`config.mk`:
```
export PLATFORM = sky130hd
export DESIGN_NAME = pipelined_control_unit_flat
export DESIGN_NICKNAME = d
export VERILOG_FILES = /design/src/rtl/pipelined_control_unit_pkg.sv /design/src/rtl/pipelined_control_unit_if.sv /design/src/rtl/pipelined_control_unit_sat_counter.sv /design/src/rtl/pipelined_control_unit.sv /design/src/flat_wrapper.sv
export SDC_FILE = /design/constraint.sdc
export NUM_CORES = 1
export LEC_CHECK = 0
export CAP_MARGIN = 20
export CORE_ASPECT_RATIO = 1.1
export CORE_MARGIN = 1.5
export CORE_UTILIZATION = 50
export DETAILED_ROUTE_END_ITERATION = 12
export GPL_TIMING_DRIVEN = 0
export PLACE_DENSITY_LB_ADDON = 0.25
export SETUP_SLACK_MARGIN = 0.02
export SYNTH_ARGS = -nofsm -noshare
export SYNTH_HDL_FRONTEND = slang
export SYNTH_SLANG_ARGS = --single-unit
```
`constraint.sdc`:
```
create_clock -name clk -period 5.1 [get_ports clk]
set_input_delay 1.53 -clock clk [delete_from_list [all_inputs] [get_ports clk]]
set_output_delay 1.53 -clock clk [all_outputs]
set_load 0.02 [all_outputs]
```
`src/rtl/pipelined_control_unit_pkg.sv`:
```
// Shared RISC-8 definitions: opcodes, ALU op codes, control bundle and the opcode decoder.
// Used by the registered ID/EX stage and by the older combinational decoder.
package rv8_pkg;

  localparam logic [3:0] OP_ADD  = 4'h0;
  localparam logic [3:0] OP_SUB  = 4'h1;
  localparam logic [3:0] OP_AND  = 4'h2;
  localparam logic [3:0] OP_OR   = 4'h3;
  localparam logic [3:0] OP_ADDI = 4'h4;
  localparam logic [3:0] OP_LD   = 4'h5;
  localparam logic [3:0] OP_ST   = 4'h6;
  localparam logic [3:0] OP_XNOR = 4'h7;
  localparam logic [3:0] OP_BEQ  = 4'h8;
  localparam logic [3:0] OP_SRA  = 4'h9;
  localparam logic [3:0] OP_SLB  = 4'hA;
  localparam logic [3:0] OP_SRB  = 4'hB;
  localparam logic [3:0] OP_EQ   = 4'hC;
  localparam logic [3:0] OP_LT   = 4'hD;
  localparam logic [3:0] OP_GT   = 4'hE;
  localparam logic [3:0] OP_NOP  = 4'hF;

  localparam logic [3:0] ALU_ADD = 4'h0;
  localparam logic [3:0] ALU_SUB = 4'h1;

  typedef struct packed {
    logic       regwrite;
    logic       memread;
    logic       memwrite;
    logic       memtoreg;
    logic       alusrc;
    logic       branch;
    logic [3:0] aluop;
  } ctrl_t;

  typedef struct packed {
    ctrl_t ctrl;
    logic  reads_rs1;
    logic  reads_rs2;
    logic  reads_rd;
  } dec_t;

  function automatic dec_t decode(input logic [3:0] op);
    dec_t d;
    d = '0;
    d.reads_rs1 = (op != OP_NOP);
    case (op)
      OP_ADD, OP_SUB, OP_AND, OP_OR, OP_XNOR, OP_SRA,
      OP_SLB, OP_SRB, OP_EQ, OP_LT, OP_GT: begin
        d.ctrl.regwrite = 1'b1;
        d.ctrl.aluop    = op;
        d.reads_rs2     = 1'b1;
      end
      OP_ADDI: begin
        d.ctrl.regwrite = 1'b1;
        d.ctrl.alusrc   = 1'b1;
        d.ctrl.aluop    = ALU_ADD;
      end
      OP_LD: begin
        d.ctrl.regwrite = 1'b1;
        d.ctrl.memread  = 1'b1;
        d.ctrl.memtoreg = 1'b1;
        d.ctrl.alusrc   = 1'b1;
        d.ctrl.aluop    = ALU_ADD;
      end
      OP_ST: begin
        // rd field carries the store-data register
        d.ctrl.memwrite = 1'b1;
        d.ctrl.alusrc   = 1'b1;
        d.ctrl.aluop    = ALU_ADD;
        d.reads_rd      = 1'b1;
      end
      OP_BEQ: begin
        d.ctrl.branch = 1'b1;
        d.ctrl.aluop  = ALU_SUB;
        d.reads_rs2   = 1'b1;
      end
      default: d.ctrl = '0;
    endcase
    return d;
  endfunction

endpackage

```
`src/rtl/pipelined_control_unit_if.sv`:
```
// IF->ID instruction handshake plus the registered ID/EX control bundle.
// master = instruction source / EX consumer, slave = the control stage.
interface pipelined_control_unit_if #(
  parameter int INSTR_W = 16,
  parameter int REG_AW  = 4,
  parameter int ALUOP_W = 4
);
  logic               if_valid;
  logic [INSTR_W-1:0] if_instr;
  logic               if_ready;
  logic               ex_valid;
  logic               ex_regwrite;
  logic               ex_memread;
  logic               ex_memwrite;
  logic               ex_memtoreg;
  logic               ex_alusrc;
  logic               ex_branch;
  logic [ALUOP_W-1:0] ex_aluop;
  logic [REG_AW-1:0]  ex_rd;
  logic [REG_AW-1:0]  ex_rs1;
  logic [REG_AW-1:0]  ex_rs2;
  logic [REG_AW-1:0]  ex_imm;

  modport master (
    output if_valid, if_instr,
    input  if_ready, ex_valid, ex_regwrite, ex_memread, ex_memwrite, ex_memtoreg,
           ex_alusrc, ex_branch, ex_aluop, ex_rd, ex_rs1, ex_rs2, ex_imm
  );

  modport slave (
    input  if_valid, if_instr,
    output if_ready, ex_valid, ex_regwrite, ex_memread, ex_memwrite, ex_memtoreg,
           ex_alusrc, ex_branch, ex_aluop, ex_rd, ex_rs1, ex_rs2, ex_imm
  );
endinterface

```
`src/rtl/pipelined_control_unit_sat_counter.sv`:
```
// Saturating event counter: increments on inc unless hold, sticks at all-ones.
module sat_counter #(
  parameter int CNT_W = 16
) (
  input  logic             clk,
  input  logic             rst,
  input  logic             inc,
  input  logic             hold,
  output logic [CNT_W-1:0] cnt
);

  always_ff @(posedge clk) begin
    if (rst) begin
      cnt <= '0;
    end else if (inc && !hold && (cnt != {CNT_W{1'b1}})) begin
      cnt <= cnt + CNT_W'(1);
    end
  end

endmodule

```
`src/rtl/pipelined_control_unit.sv`:
```
// Registered ID->EX control stage: decode, one-bubble load-use interlock, flush/hold, debug counters.
// Accepted instruction appears on ex_* one cycle after the if_valid & if_ready handshake.
module pipelined_control_unit
  import rv8_pkg::*;
#(
  parameter int INSTR_W = 16,
  parameter int REG_AW  = 4,
  parameter int ALUOP_W = 4,
  parameter int CNT_W   = 16
) (
  input  logic                      clk,
  input  logic                      rst,
  input  logic                      mem_hold,
  input  logic                      flush,
  pipelined_control_unit_if.slave   bus,
  output logic [CNT_W-1:0]          stall_cnt,
  output logic [CNT_W-1:0]          flush_cnt
);

  localparam logic [0:0] ST_RUN   = 1'b0;
  localparam logic [0:0] ST_STALL = 1'b1;

  typedef struct packed {
    logic              valid;
    ctrl_t             ctrl;
    logic [REG_AW-1:0] rd;
    logic [REG_AW-1:0] rs1;
    logic [REG_AW-1:0] rs2;
  } idex_t;

  logic [0:0]        state;
  idex_t             ex_q;
  idex_t             ex_d;
  dec_t              dec;
  logic [3:0]        op;
  logic [REG_AW-1:0] rd;
  logic [REG_AW-1:0] rs1;
  logic [REG_AW-1:0] rs2;
  logic              hazard;
  logic              run_hazard;
  logic              stall_take;
  logic              frozen;

  assign op  = bus.if_instr[INSTR_W-1 -: 4];
  assign rd  = bus.if_instr[3*REG_AW-1 -: REG_AW];
  assign rs1 = bus.if_instr[2*REG_AW-1 -: REG_AW];
  assign rs2 = bus.if_instr[REG_AW-1:0];
  assign dec = decode(op);

  assign hazard = ex_q.valid && ex_q.ctrl.memread && bus.if_valid &&
                  ((dec.reads_rs1 && (ex_q.rd == rs1)) ||
                   (dec.reads_rs2 && (ex_q.rd == rs2)) ||
                   (dec.reads_rd  && (ex_q.rd == rd)));

  // In STALL the EX slot is a bubble, so the held instruction can never re-trigger.
  assign run_hazard = (state == ST_RUN) && hazard;
  assign stall_take = !flush && !mem_hold && run_hazard;
  assign frozen     = mem_hold && !flush;

  // Flush still acknowledges IF so the wrong-path instruction is consumed and dropped.
  assign bus.if_ready = !rst && (flush || (!mem_hold && !run_hazard));

  always_comb begin
    ex_d = '0;
    if (bus.if_valid && !run_hazard) begin
      ex_d.valid = 1'b1;
      ex_d.ctrl  = dec.ctrl;
      ex_d.rd    = rd;
      ex_d.rs1   = rs1;
      ex_d.rs2   = rs2;
    end
  end

  always_ff @(posedge clk) begin
    if (rst) begin
      ex_q  <= '0;
      state <= ST_RUN;
    end else if (flush) begin
      ex_q  <= '0;
      state <= ST_RUN;
    end else if (!mem_hold) begin
      ex_q  <= ex_d;
      state <= stall_take ? ST_STALL : ST_RUN;
    end
  end

  assign bus.ex_valid    = ex_q.valid;
  assign bus.ex_regwrite = ex_q.ctrl.regwrite;
  assign bus.ex_memread  = ex_q.ctrl.memread;
  assign bus.ex_memwrite = ex_q.ctrl.memwrite;
  assign bus.ex_memtoreg = ex_q.ctrl.memtoreg;
  assign bus.ex_alusrc   = ex_q.ctrl.alusrc;
  assign bus.ex_branch   = ex_q.ctrl.branch;
  assign bus.ex_aluop    = ALUOP_W'(ex_q.ctrl.aluop);
  assign bus.ex_rd       = ex_q.rd;
  assign bus.ex_rs1      = ex_q.rs1;
  assign bus.ex_rs2      = ex_q.rs2;
  assign bus.ex_imm      = ex_q.rs2;

  sat_counter #(.CNT_W(CNT_W)) u_stall_cnt (
    .clk  (clk),
    .rst  (rst),
    .inc  (stall_take),
    .hold (frozen),
    .cnt  (stall_cnt)
  );

  sat_counter #(.CNT_W(CNT_W)) u_flush_cnt (
    .clk  (clk),
    .rst  (rst),
    .inc  (flush),
    .hold (frozen),
    .cnt  (flush_cnt)
  );

endmodule

```
`src/flat_wrapper.sv`:
```
// flat-port wrapper written by rule: the top's interface ports become plain ports
module pipelined_control_unit_flat import rv8_pkg::*;
#(
  parameter int INSTR_W = 16,
  parameter int REG_AW  = 4,
  parameter int ALUOP_W = 4,
  parameter int CNT_W   = 16
)
  (clk, rst, mem_hold, flush, stall_cnt, flush_cnt, bus_if_valid, bus_if_instr, bus_if_ready, bus_ex_valid, bus_ex_regwrite, bus_ex_memread, bus_ex_memwrite, bus_ex_memtoreg, bus_ex_alusrc, bus_ex_branch, bus_ex_aluop, bus_ex_rd, bus_ex_rs1, bus_ex_rs2, bus_ex_imm);
  pipelined_control_unit_if #(.INSTR_W(INSTR_W), .REG_AW(REG_AW), .ALUOP_W(ALUOP_W)) bus_i ();
  input  logic clk;
  input  logic rst;
  input  logic mem_hold;
  input  logic flush;
  output logic [CNT_W-1:0] stall_cnt;
  output logic [CNT_W-1:0] flush_cnt;
  input wire logic [$bits(bus_i.if_valid)-1:0] bus_if_valid;
  input wire logic [$bits(bus_i.if_instr)-1:0] bus_if_instr;
  output wire logic [$bits(bus_i.if_ready)-1:0] bus_if_ready;
  output wire logic [$bits(bus_i.ex_valid)-1:0] bus_ex_valid;
  output wire logic [$bits(bus_i.ex_regwrite)-1:0] bus_ex_regwrite;
  output wire logic [$bits(bus_i.ex_memread)-1:0] bus_ex_memread;
  output wire logic [$bits(bus_i.ex_memwrite)-1:0] bus_ex_memwrite;
  output wire logic [$bits(bus_i.ex_memtoreg)-1:0] bus_ex_memtoreg;
  output wire logic [$bits(bus_i.ex_alusrc)-1:0] bus_ex_alusrc;
  output wire logic [$bits(bus_i.ex_branch)-1:0] bus_ex_branch;
  output wire logic [$bits(bus_i.ex_aluop)-1:0] bus_ex_aluop;
  output wire logic [$bits(bus_i.ex_rd)-1:0] bus_ex_rd;
  output wire logic [$bits(bus_i.ex_rs1)-1:0] bus_ex_rs1;
  output wire logic [$bits(bus_i.ex_rs2)-1:0] bus_ex_rs2;
  output wire logic [$bits(bus_i.ex_imm)-1:0] bus_ex_imm;
  assign bus_i.if_valid = bus_if_valid;
  assign bus_i.if_instr = bus_if_instr;
  assign bus_if_ready = bus_i.if_ready;
  assign bus_ex_valid = bus_i.ex_valid;
  assign bus_ex_regwrite = bus_i.ex_regwrite;
  assign bus_ex_memread = bus_i.ex_memread;
  assign bus_ex_memwrite = bus_i.ex_memwrite;
  assign bus_ex_memtoreg = bus_i.ex_memtoreg;
  assign bus_ex_alusrc = bus_i.ex_alusrc;
  assign bus_ex_branch = bus_i.ex_branch;
  assign bus_ex_aluop = bus_i.ex_aluop;
  assign bus_ex_rd = bus_i.ex_rd;
  assign bus_ex_rs1 = bus_i.ex_rs1;
  assign bus_ex_rs2 = bus_i.ex_rs2;
  assign bus_ex_imm = bus_i.ex_imm;
  pipelined_control_unit #(.INSTR_W(INSTR_W), .REG_AW(REG_AW), .ALUOP_W(ALUOP_W), .CNT_W(CNT_W)) u_core (.clk(clk), .rst(rst), .mem_hold(mem_hold), .flush(flush), .bus(bus_i), .stall_cnt(stall_cnt), .flush_cnt(flush_cnt));
endmodule
```
==> out/metrics.yaml, run 1 <==
area_growth_pct: 35.9
path_clk_slew_ns: 0.09
first_pass_iters: 8
fin_util_pct: 70.7
p_total_uw: 793
gp_congestion: 0.799
grt_max_degree: 16
gr-total-overflow: 0
drt-wirelength-per-cell_um: 14.1
cts_hold_buf: 0
ant_nets: 0
crit_type: "in2out"
dpl_cell_area_mm2: 0.00343
syn_inst: 286
startpoint_type: "input port"
antenna_found_initial: 0
layout-drive-gt1-share_pct: 6.78
clockRootBuffer: "clkbuf_8"
io_buffers: 76
cts_max_level: 2
ys_types: 41
crit_path_end_kind: "output port"
power.density_mw_per_mm2: 224
max_cap_viol_count: 0
p_leak_nw: 1.26
violations: "DRC"
synth_nets: 309
start_util_pct: 52.0
setup_viol: 0
cp.arrival_ns: 3.42
clock.fmax_ghz: 0.202
placement_rows: 27
cts_tree: "built"
cts_buffers: 5
hold_class: "reg2reg"
hold_viol: 0
syn_area_mm2: 0.00260
clk_latency_ns: 0.30
cp_data_required_time_ns: 3.57
drt-initial-drc-count: 94
slew_headroom_pct: 67.9
grt_pass1_vias: 2221
fin_skew_ns: 0.00580
dieWidth_um: 71.8
drcViolationCount: 9
grt_usage_pct: 21.6
yosys_warnings: 0
nNetsFinal: 392
num_antenna_cells: 0
met3_usage_pct: 5.91
tightest_slew_ns: 0.482
min_period_ns: 4.95
die_y_um: 78.6
routed_wirelength_um: 6010
avgViaCountPerCell: 5.55
finalMaxSlewViolations: 0
grt.met1_usage_pct: 27.1
avgSynthCellArea_um2: 9.09
status: "complete, but fails checks"
coreArea_mm2: 0.00500
fin_area_mm2: 0.00353
dieArea_mm2: 0.00564
ys_ff_latch: 55
peakVddDrop_mv: 0.149
grt_pass1_wl_um: 9930
worstPathMaxFanout: 8
fin_tns_setup_ns: 0
place_hpwl_um: 4470
cts.sinks: 55
grt-busiest-layer: "met2"
io_pins: 81
synth-seq-area-share_pct: 42.3
clk_path_buf_depth: 2
post-route-period-util_pct: 97.0
met2_usage_pct: 36.6
rsz0062_at_grt: "no"
num_vias: 2371
## flip-flops by register name, indices dropped and copies added (netlist names)
register and count:
u_core.u_stall_cnt.cnt 16, u_core.bus.ex_imm 4, u_core.bus.ex_branch 1, u_core.bus.ex_rd 4
u_core.bus.ex_memtoreg 1, u_core.bus.ex_rs1 4, u_core.bus.ex_regwrite 1, u_core.bus.ex_valid 1
u_core.bus.ex_aluop 4, u_core.state 1, u_core.bus.ex_memwrite 1, u_core.bus.ex_alusrc 1
u_core.u_flush_cnt.cnt 16
## path summary, 6_finish.rpt
kind                                                             start                                     end  slack [ns]  depth (start not counted)
worst max-delay path                                  bus_if_instr[13]                            bus_if_ready        0.15                          7
worst min-delay path                 u_core.bus.ex_rs1[1]$_SDFFE_PP0N_       u_core.bus.ex_rs1[1]$_SDFFE_PP0N_        0.48                          1
worst max register to register  u_core.u_stall_cnt.cnt[0]$_SDFFE_PP0P_  u_core.u_stall_cnt.cnt[1]$_SDFFE_PP0P_        3.04                          9
worst min register to register       u_core.bus.ex_rs1[1]$_SDFFE_PP0N_       u_core.bus.ex_rs1[1]$_SDFFE_PP0N_        0.48                          1
## layout by cell type (no fill, tap or decap), types with 2 or more instances in the layout
cell and instances:
clkdlybuf4s50_1 74, dfxtp_1 55, a21oi_1 21, nor2_1 20
xnor2_1 19, or3_1 19, a22o_1 18, nand2_1 13
nand3_1 11, and3_1 10, o21ai_0 10, inv_1 9
nand4_1 9, o21ai_1 9, buf_4 8, clkbuf_1 7
xor2_1 6, clkbuf_8 5, buf_6 4, nor3_1 4
and4_1 4, a32o_1 4, and2_1 3, mux2i_1 3
nand2b_1 2, ha_1 2, dlygate4sd2_1 2
## Yosys cell counts, drive strengths merged
cell / count / area, µm²
dfxtp: 55 / 1100
a21oi: 21 / 105
nor2: 21 / 86.3
o21ai: 20 / 104
or3: 20 / 130
xnor2: 19 / 166
a22o: 18 / 158
nand2: 14 / 60.1
buf: 13 / 110
nand3: 11 / 55.1
and3: 10 / 62.6
inv: 9 / 33.8
nand4: 9 / 56.3
clkbuf: 6 / 22.5
xor2: 6 / 52.6
a32o: 4 / 40.0
and2: 4 / 25.0
and4: 4 / 35.0
nor3: 4 / 20.0
mux2i: 3 / 30.0
ha: 2 / 25.0
nand2b: 2 / 12.5
a21o: 1 / 7.51
a41oi: 1 / 16.3
and4b: 1 / 10.0
and4bb: 1 / 12.5
nor2b: 1 / 6.26
nor4b: 1 / 8.76
o2111a: 1 / 11.3
o211a: 1 / 10.0
o21a: 1 / 7.51
o22ai: 1 / 12.5
or2: 1 / 6.26
## cells by family after synthesis
group | Yosys count | synth area share (%)
AND/OR/NAND/NOR | 104 | 22.6
adder cells (fa/ha/maj) | 2 | 0.962
XOR/XNOR | 25 | 8.42
AO/OA/AOI/OAI | 69 | 18.1
buffers and inverters | 28 | 6.40
flip-flops | 55 | 42.3
multiplexers | 3 | 1.16
## critical path, stage by stage
cell and delay (ns):
dlygate4sd2_1 0.40, nand2_4 0.10, xnor2_1 0.16, o2111a_1 0.29
or3_4 0.40, a21oi_1 0.15, dlygate4sd2_1 0.38
## power breakdown
group          switching, mW  internal, mW
logic                 0.0394        0.0396
clock network          0.131         0.144
registers            0.00533         0.434
total                  0.175         0.618
## layout make-up
| type | count | area, µm² |
|---|---|---|
| inverters | 9 | 33.8 |
| clock buffers | 6 | 72.6 |
| flip-flops and latches | 55 | 1100 |
| plain buffers | 19 | 133 |
| repair buffers | 76 | 758 |
| clock inverters | 1 | 30.0 |
| multi-input cells | 203 | 1330 |
| fillers | 419 | 1470 |
| well taps | 58 | 72.6 |
## through the flow
| step | setup WS (ns) | hold WS [ns] | cells |
|---|---|---|---|
| CTS | 0.163 | 0.482 | 427 |
| global placement | -0.343 | 0.456 | 420 |
| global route | 0.0360 | 0.497 | 427 |
| finish | 0.155 | 0.479 | 427 |
| detailed placement | -0.390 | 0.460 | 420 |
| floorplan | 0.715 | 0.538 | 286 |
## metal layers
metal  share of wire [%]  up-vias
met5                   0        -
met4                0.77        0
met3                 6.9        4
met2                  48       70
met1                  44     1111
li1                    -     1186
## repair_timing
item / in CTS / in global routing
endpoints found under the setup margin: 1 / 0
setup buffers: 0 / 0
resized for setup: 2 / 0
Power figures use the tool's default switching activity.
==> inputs of run 2 (changes only) <==
GPL_ROUTABILITY_DRIVEN = 0   (was not set)
==> results of run 2 <==
The final DEF is identical to that of run 1; final timing and power are the same.
